===== src/rtl/serial_borrow_subtractor.sv =====
// Bit-serial subtractor computing diff = a - b - bin, one bit per clock, LSB first.
// Define SUB_OVERFLOW_FLAG_EN to add the two's-complement overflow output ovf.
module serial_borrow_subtractor #(
  parameter int unsigned WIDTH = 8
) (
  input  logic             clk,
  input  logic             rst,
  input  logic             in_valid,
  output logic             in_ready,
  input  logic [WIDTH-1:0] a,
  input  logic [WIDTH-1:0] b,
  input  logic             bin,
  output logic             out_valid,
  input  logic             out_ready,
  output logic [WIDTH-1:0] diff,
  output logic             bout
`ifdef SUB_OVERFLOW_FLAG_EN
  ,
  output logic             ovf
`endif
);

  localparam int unsigned CntW = $clog2(WIDTH);
  localparam logic [CntW-1:0] LastBit = CntW'(WIDTH - 1);

  typedef enum logic [1:0] {
    StIdle,
    StRun,
    StDone
  } state_e;

  state_e           state_q, state_d;
  logic [WIDTH-1:0] a_sr_q, a_sr_d;
  logic [WIDTH-1:0] b_sr_q, b_sr_d;
  logic [WIDTH-2:0] res_sr_q, res_sr_d;
  logic             br_q, br_d;
  logic [CntW-1:0]  cnt_q, cnt_d;
  logic [WIDTH-1:0] diff_q, diff_d;
  logic             bout_q, bout_d;

  logic             a_bit;
  logic             b_bit;
  logic             d_bit;
  logic             br_next;
  logic             last_bit;
  logic [WIDTH-1:0] res_cat;

  // Single full-subtractor cell fed from the operand LSBs.
  assign a_bit    = a_sr_q[0];
  assign b_bit    = b_sr_q[0];
  assign d_bit    = a_bit ^ b_bit ^ br_q;
  assign br_next  = (~a_bit & b_bit) | (~(a_bit ^ b_bit) & br_q);
  assign last_bit = (state_q == StRun) && (cnt_q == LastBit);

  // New bit enters at the MSB end; only WIDTH-1 earlier bits need storing.
  assign res_cat  = {d_bit, res_sr_q};

  always_comb begin
    state_d  = state_q;
    a_sr_d   = a_sr_q;
    b_sr_d   = b_sr_q;
    res_sr_d = res_sr_q;
    br_d     = br_q;
    cnt_d    = cnt_q;
    diff_d   = diff_q;
    bout_d   = bout_q;

    unique case (state_q)
      StIdle: begin
        if (in_valid) begin
          a_sr_d  = a;
          b_sr_d  = b;
          br_d    = bin;
          cnt_d   = '0;
          state_d = StRun;
        end
      end
      StRun: begin
        a_sr_d   = {1'b0, a_sr_q[WIDTH-1:1]};
        b_sr_d   = {1'b0, b_sr_q[WIDTH-1:1]};
        res_sr_d = res_cat[WIDTH-1:1];
        br_d     = br_next;
        cnt_d    = cnt_q + 1'b1;
        if (last_bit) begin
          diff_d  = res_cat;
          bout_d  = br_next;
          state_d = StDone;
        end
      end
      StDone: begin
        if (out_ready) begin
          state_d = StIdle;
        end
      end
      default: state_d = StIdle;
    endcase
  end

  always_ff @(posedge clk) begin
    if (rst) begin
      state_q  <= StIdle;
      a_sr_q   <= '0;
      b_sr_q   <= '0;
      res_sr_q <= '0;
      br_q     <= 1'b0;
      cnt_q    <= '0;
      diff_q   <= '0;
      bout_q   <= 1'b0;
    end else begin
      state_q  <= state_d;
      a_sr_q   <= a_sr_d;
      b_sr_q   <= b_sr_d;
      res_sr_q <= res_sr_d;
      br_q     <= br_d;
      cnt_q    <= cnt_d;
      diff_q   <= diff_d;
      bout_q   <= bout_d;
    end
  end

  assign in_ready  = (state_q == StIdle);
  assign out_valid = (state_q == StDone);
  assign diff      = diff_q;
  assign bout      = bout_q;

`ifdef SUB_OVERFLOW_FLAG_EN
  logic ovf_q, ovf_d;

  // Signed overflow: borrow into the MSB differs from the borrow out of it.
  always_comb begin
    ovf_d = ovf_q;
    if (last_bit) begin
      ovf_d = br_q ^ br_next;
    end
  end

  always_ff @(posedge clk) begin
    if (rst) begin
      ovf_q <= 1'b0;
    end else begin
      ovf_q <= ovf_d;
    end
  end

  assign ovf = ovf_q;
`else
  // Overflow tracking compiled out; no extra state.
`endif

endmodule


===== config.mk =====
export PLATFORM = sky130hd
export DESIGN_NAME = serial_borrow_subtractor
export DESIGN_NICKNAME = d
export VERILOG_FILES = /design/src/rtl/serial_borrow_subtractor.sv
export SDC_FILE = /design/constraint.sdc
export NUM_CORES = 1
export LEC_CHECK = 0
export CAP_MARGIN = 40
export CELL_PAD_IN_SITES_DETAIL_PLACEMENT = 1
export CELL_PAD_IN_SITES_GLOBAL_PLACEMENT = 1
export CORE_ASPECT_RATIO = 0.9
export CORE_MARGIN = 10
export CORE_UTILIZATION = 34
export DETAILED_ROUTE_END_ITERATION = 10
export PLACE_DENSITY_LB_ADDON = 0.1
export SLEW_MARGIN = 20
export SYNTH_ARGS = -nofsm -noshare
export SYNTH_HDL_FRONTEND = slang
export SYNTH_SLANG_ARGS = --single-unit

===== constraint.sdc =====
create_clock -name clk -period 1.2 [get_ports clk]
set_input_delay 0.24 -clock clk [delete_from_list [all_inputs] [get_ports clk]]
set_output_delay 0.24 -clock clk [all_outputs]
set_load 0.03 [all_outputs]

==> Word-level counts from Yosys, hierarchy flattened <==
Cells that the tools add are included.
{ "word_totals": {"inputBits": 21, "elab_cells": 40, "out_inout_bits": 11, "register_bits": 38} }
{ "classes": {"eq_ne": 6, "add_sub_neg": 1, "n_mux": 12, "reduce_logical": 6, "n_bitwise": 7} }
{ "op_table": {"columns": ["cell", "n"], "rows": [
  ["one-hot mux 8 bit (2 select lines)", 2],
  ["two-way mux 8 bit", 2],
  ["two-way mux 2 bit", 3],
  ["one-hot mux 2 bit (3 select lines)", 1],
  ["one-hot mux 3 bit (2 select lines)", 1],
  ["!= test 2 bit, second input constant", 2],
  ["AND reduction 2 bit", 2],
  ["adder 3 x 1 -> 3 bit, second input constant", 1],
  ["== test 3 bit, second input constant", 1],
  ["two-way mux 3 bit", 1],
  ["AND reduction 3 bit", 1],
  ["AND 1 bit", 2],
  ["== test 2 x 1 -> 1 bit, second input constant", 1],
  ["== test 2 bit, second input constant", 1],
  ["logical NOT 2 bit", 1],
  ["!= test 2 x 1 -> 1 bit, second input constant", 1],
  ["inverter 1 bit", 2],
  ["one-hot mux 1 bit (2 select lines)", 1],
  ["nonzero test 2 bit", 1],
  ["XOR 1 bit", 2],
  ["logical AND 1 bit", 1],
  ["two-way mux 1 bit", 1],
  ["OR 1 bit", 1]
]} }

==> Logic depth before layout (Yosys ltp) <==
{ "depth": {"depth_word": 5, "depth_mapped": 6, "mapped_depth_nobuf": 5} }

==> Least setup slack after synthesis <==
No wires, ideal clock.
{ "synth_path": {"path_kind": "register -> register", "start": "register state_q[0]", "end": "register a_sr_q[0]", "path_slack_ns": -0.226, "path_stages_with_launch": 6, "required_ns": 1.081, "setup_time_ns": 0.119, "n_path_buf": 2, "period_less_slack_ns": 1.426, "arrival_time_ns": 1.307, "cell_sequence": "dfxtp_1 buf_6 nor2_2 nand2_2 buf_2 o221a_1"} }
{ "synth_via": {"elab_chain_cells": 3, "word_cells_on_any_way": 6, "cone_classes": "2 x eq/ne; 1 x mux; 3 x reduce/logical"} }
{ "synth_lines": {"columns": ["element", "line_no", "text"], "rows": [
  ["from (decl)", "32", "state_e state_q, state_d;"],
  ["from (signal assigned)", "101", "state_q <= StIdle;"],
  ["from (signal assigned)", "110", "state_q <= state_d;"],
  ["logical NOT 2 bit (*)", null, null],
  ["via in_ready", "9", "output logic in_ready,"],
  ["!= test 2 bit (no line) or nonzero test 2 bit (tied branches)", null, null],
  ["AND reduction 2 bit (no line)", null, null],
  ["to (signal assigned)", "111", "a_sr_q <= a_sr_d;"],
  ["to (decl)", "33", "logic [WIDTH-1:0] a_sr_q, a_sr_d;"]
]} }
Mark *: on every way through the listed nets, which the timed path passes. The rest lies on a longest branch.
A chain may end at the register's enable or synchronous reset.

==> Worst setup path in the final report <==
{ "layout_path": {"start": "register state_q[1]", "end": "output port in_ready"} }
{ "layout_via": {"elab_chain_cells": 1} }
{ "layout_lines": {"columns": ["element", "line_no", "text"], "rows": [
  ["logical NOT 2 bit", "121", "assign in_ready = (state_q == StIdle);"],
  ["to (decl)", "9", null]
]} }
No other way between the ends.

==> run summary <==
Buffer type at the clock tree root: sky130_fd_sc_hd__clkbuf_8. The largest total area in the synthesized netlist belongs to sky130_fd_sc_hd__dfxtp_1. Number of cells on the worst reg-to-reg path: 6. The final reports fail on negative setup slack.

The most instantiated library cell after synthesis was sky130_fd_sc_hd__dfxtp_1. In the synthesized netlist the async set-or-reset flop fraction comes to 0%. With fillers left out, the area of the finished cells amounts to 2700 um2.

The worst setup path is launched from a register. The via count of the first global-routing pass is 1696. Pin placement for this block handled 32 I/O pins.

The leakage power of the design was 0.984 nW. In this run the power density over the cells is 1120 nW/um2. Max-cap violations in this run came to 0. For the pin with the worst max-slew slack, the measured transition is 0.529 ns. The worst hold path passes through 2 cells. After layout, the minimum clock period comes to 1.37 ns. The number of clock buffers added by TritonCTS is 5. On the final layout, the worst clock skew is 0.00856 ns. The worst path uses 114% of the clock period. Average wire per cell in the routed design: 18.8 um. Headroom to the max-slew limit came out at 64.7%.

Setup repair after global routing could not meet its margin everywhere. Of all nets on the critical path, the largest fanout is 5. After detailed routing, the number of remaining DRC violations is 0. The worst setup path is captured at an output port. The tools report the number of design-rule violations left by the first detailed-router iteration as 51. The run gives -1.18 ns as the setup TNS. The tools report the netlist area before placement as 1590 um2.

The number of antenna-violating nets in the routed design is 0. The synthesized netlist contains 26 unique library cells. The flow ran to the end, but the final reports show violations.

The floorplan has 23 rows. The number of search-and-repair iterations in the first detailed-routing pass is 4, and the post-synthesis instance total is 170. The logs give 0 for the sum of overflow across all layers after global routing and 2 for the maximum count of clock buffers along a single path. The most used flip-flop cell after synthesis is sky130_fd_sc_hd__dfxtp_1.

Cells with a size suffix above 1 make up 48.7% of the layout. The completed layout was analyzed and its total power is 3.02 mW. The synthesized design contains 0 enable-type register cells.

For this block, the routed nets add up to 5490 um of wire. Entering global routing, the biggest net connects 28 pins. Routability-driven placement finished with a final weighted congestion of 0.716.

The average cell area after synthesis came out at 9.37 um2. For the placeable core region, the log shows 4490 um2. Die height: 84.9 um.

The commonest cells after synthesis are sky130_fd_sc_hd__dfxtp_1, sky130_fd_sc_hd__nand2_1, sky130_fd_sc_hd__a21oi_1. Compared with the post-synthesis result, the final layout area differs by 69.8%. The most numerous cell on the critical path is sky130_fd_sc_hd__buf_6. Clock latency on the worst-skew pair, taken at its later pin, is 0.30 ns.

Using the TritonRoute via totals, the vias-per-cell ratio works out to 5.17. At the worst endpoint, the required time is 0.96 ns. Clock-pin slew was measured on the worst setup and hold paths at 0.07 ns. Setup violations remaining at the end of the flow were counted as 24. The run gives 0.781 mV as the peak ir drop on the vdd network. Minimum setup slack in the final design: -0.168 ns. TritonCTS built the clock tree. Once the floorplan was initialized, standard cells occupied 35.5% of the core. Static timing analysis puts the maximum clock frequency at 0.731 GHz. The peak per-stage delay on the critical path is 0.37 ns, and the overall track demand over capacity in global routing is 13.9%.

Yosys printed 0 warnings. Category of the most critical setup path: register to output port. The run gives 0 as the count of pins over their slew limit. The repair_antennas step left the layout with diodes totalling 0.

The path class of the tightest hold or removal check is register to register. The count of buffers from port buffering works out to 31. The slowest stage of the critical path belongs to the cell sky130_fd_sc_hd__dfxtp_4.

Counting the fill cells in the layout gives 482. The H-tree generated during clock tree synthesis spans 2 levels. The die covers 7830 um2. The half-perimeter wire length of the detailed placement result was 3030 um; the number of nets in the layout was 253. The run gives 1.13 ns as the data arrival at the endpoint of the critical path.

Sorting the synthesized cells by area gives the leading types as sky130_fd_sc_hd__dfxtp_1, sky130_fd_sc_hd__o221a_1, sky130_fd_sc_hd__a21oi_1. The net count after synthesis is 194. The first global-routing pass estimated 8700 um of wire.

The register bit total from synthesis is 38, and the final-layout worst hold slack is 0.481 ns. Standard cell area after detailed placement: 2050 um2. The part of the Yosys area used for sequential elements was 47.8%. The hold violation count in the final report is 0, and the die width is 92.1 um. In this run the biggest area consumer among cell types represents 47.8% of the synthesized area.

Across all layers, the routed design uses 1509 vias. For this design, the sink count on the clock tree is 38. The critical path goes through buf_12, nor2_4, buf_6, buf_6. The tools report the number of antenna violations at the first check in global routing as 0.
==> worst max-delay path, delay by kind of cell, from the launching register on <==
family / cells / cell delay, ns
flip-flops: 1 / 0.37
buffers and inverters: 3 / 0.36
AND/OR/NAND/NOR: 1 / 0.09
==> worst paths after layout <==
check / start / endpoint / slack, ns
max reg2reg: state_q[1] / b_sr_q[0] / -0.08
min: res_sr_q[2] / res_sr_q[1] / 0.48
max: state_q[1] / in_ready / -0.17
min reg2reg: res_sr_q[2] / res_sr_q[1] / 0.48
==> stage by stage <==
step | std cells | util (%) | worst slack (ns)
2_1_floorplan | 170 | - | -0.0768
3_3_place_gp | 265 | 45.6 | -0.463
3_5_place_dp | 265 | 45.6 | -0.531
4_1_cts | 290 | 58.2 | -0.174
5_1_grt | 292 | 60.2 | -0.220
6_report | 292 | 60.2 | -0.168
==> area by class of cell <==
cell class / instances / area (um2) / share of cell area, %
Timing Repair Buffer: 63 / 714 / 26.4
Multi-Input combinational cell: 104 / 966 / 35.7
Clock inverter: 3 / 40.0 / 1.48
Sequential cell: 38 / 773 / 28.6
Clock buffer: 5 / 68.8 / 2.55
Inverter: 17 / 63.8 / 2.36
Tap cell: 62 / 77.6 / 2.87
==> power breakdown <==
part	leakage (nW)	switching (mW)	internal (mW)
Sequential	0.314	0.0482	1.32
Combinational	0.613	0.248	0.306
Clock	0.0579	0.484	0.612
==> state kept, by name, indices dropped and copies added (netlist names) <==
signal and flops:
bout 1, cnt_q 3, br_q 1, diff 8, res_sr_q 7, b_sr_q 8
state_q 2, a_sr_q 8
==> logic make-up (layout without fill, tap and decap cells) <==
kind of cell	count (synthesis)	in the layout	share of synthesized area (%)
muxes	2	2	1.26
adders and majority gates	3	3	2.83
AOI/OAI and AO/OA	53	53	26.3
DFF	38	38	47.8
buffers and inverters	29	88	9.19
and+or+nand+nor	45	46	12.6
==> routing by layer <==
metal,GRT usage (%),up-vias,part of all wire [%]
met4,4.62,0,2.0
met2,23.7,28,53
met5,0,-,0
li1,-,709,-
met1,15.6,763,41
met3,5.02,9,4.5
==> repair_timing <==
action / 4_1_cts / 5_1_grt
cloned: 4 / 3
gates resized for setup: 69 / 15
setup buffers: 14 / 4
endpoints found under the setup margin: 30 / 38
hold buffers: 0 / 0
hold endpoints to repair: 0 / 0
pin swaps: 22 / 12
==> cell usage in the layout (no fill, tap or decap), types with 3 or more instances in the layout <==
cell	netlist	final
sky130_fd_sc_hd__a21oi_2	11	22
sky130_fd_sc_hd__buf_8	0	3
sky130_fd_sc_hd__dfxtp_2	0	4
sky130_fd_sc_hd__buf_4	1	22
sky130_fd_sc_hd__inv_1	17	15
sky130_fd_sc_hd__o221a_4	0	4
sky130_fd_sc_hd__nand2_1	22	14
sky130_fd_sc_hd__clkbuf_8	0	5
sky130_fd_sc_hd__buf_12	0	7
sky130_fd_sc_hd__nor2_1	6	5
sky130_fd_sc_hd__nand3_2	0	6
sky130_fd_sc_hd__clkbuf_16	0	3
sky130_fd_sc_hd__buf_6	4	8
sky130_fd_sc_hd__a21oi_1	21	10
sky130_fd_sc_hd__nand2_4	0	8
sky130_fd_sc_hd__dfxtp_1	38	32
sky130_fd_sc_hd__o221a_1	11	11
sky130_fd_sc_hd__clkdlybuf4s50_1	0	19
(Power assumes the default switching activity.)
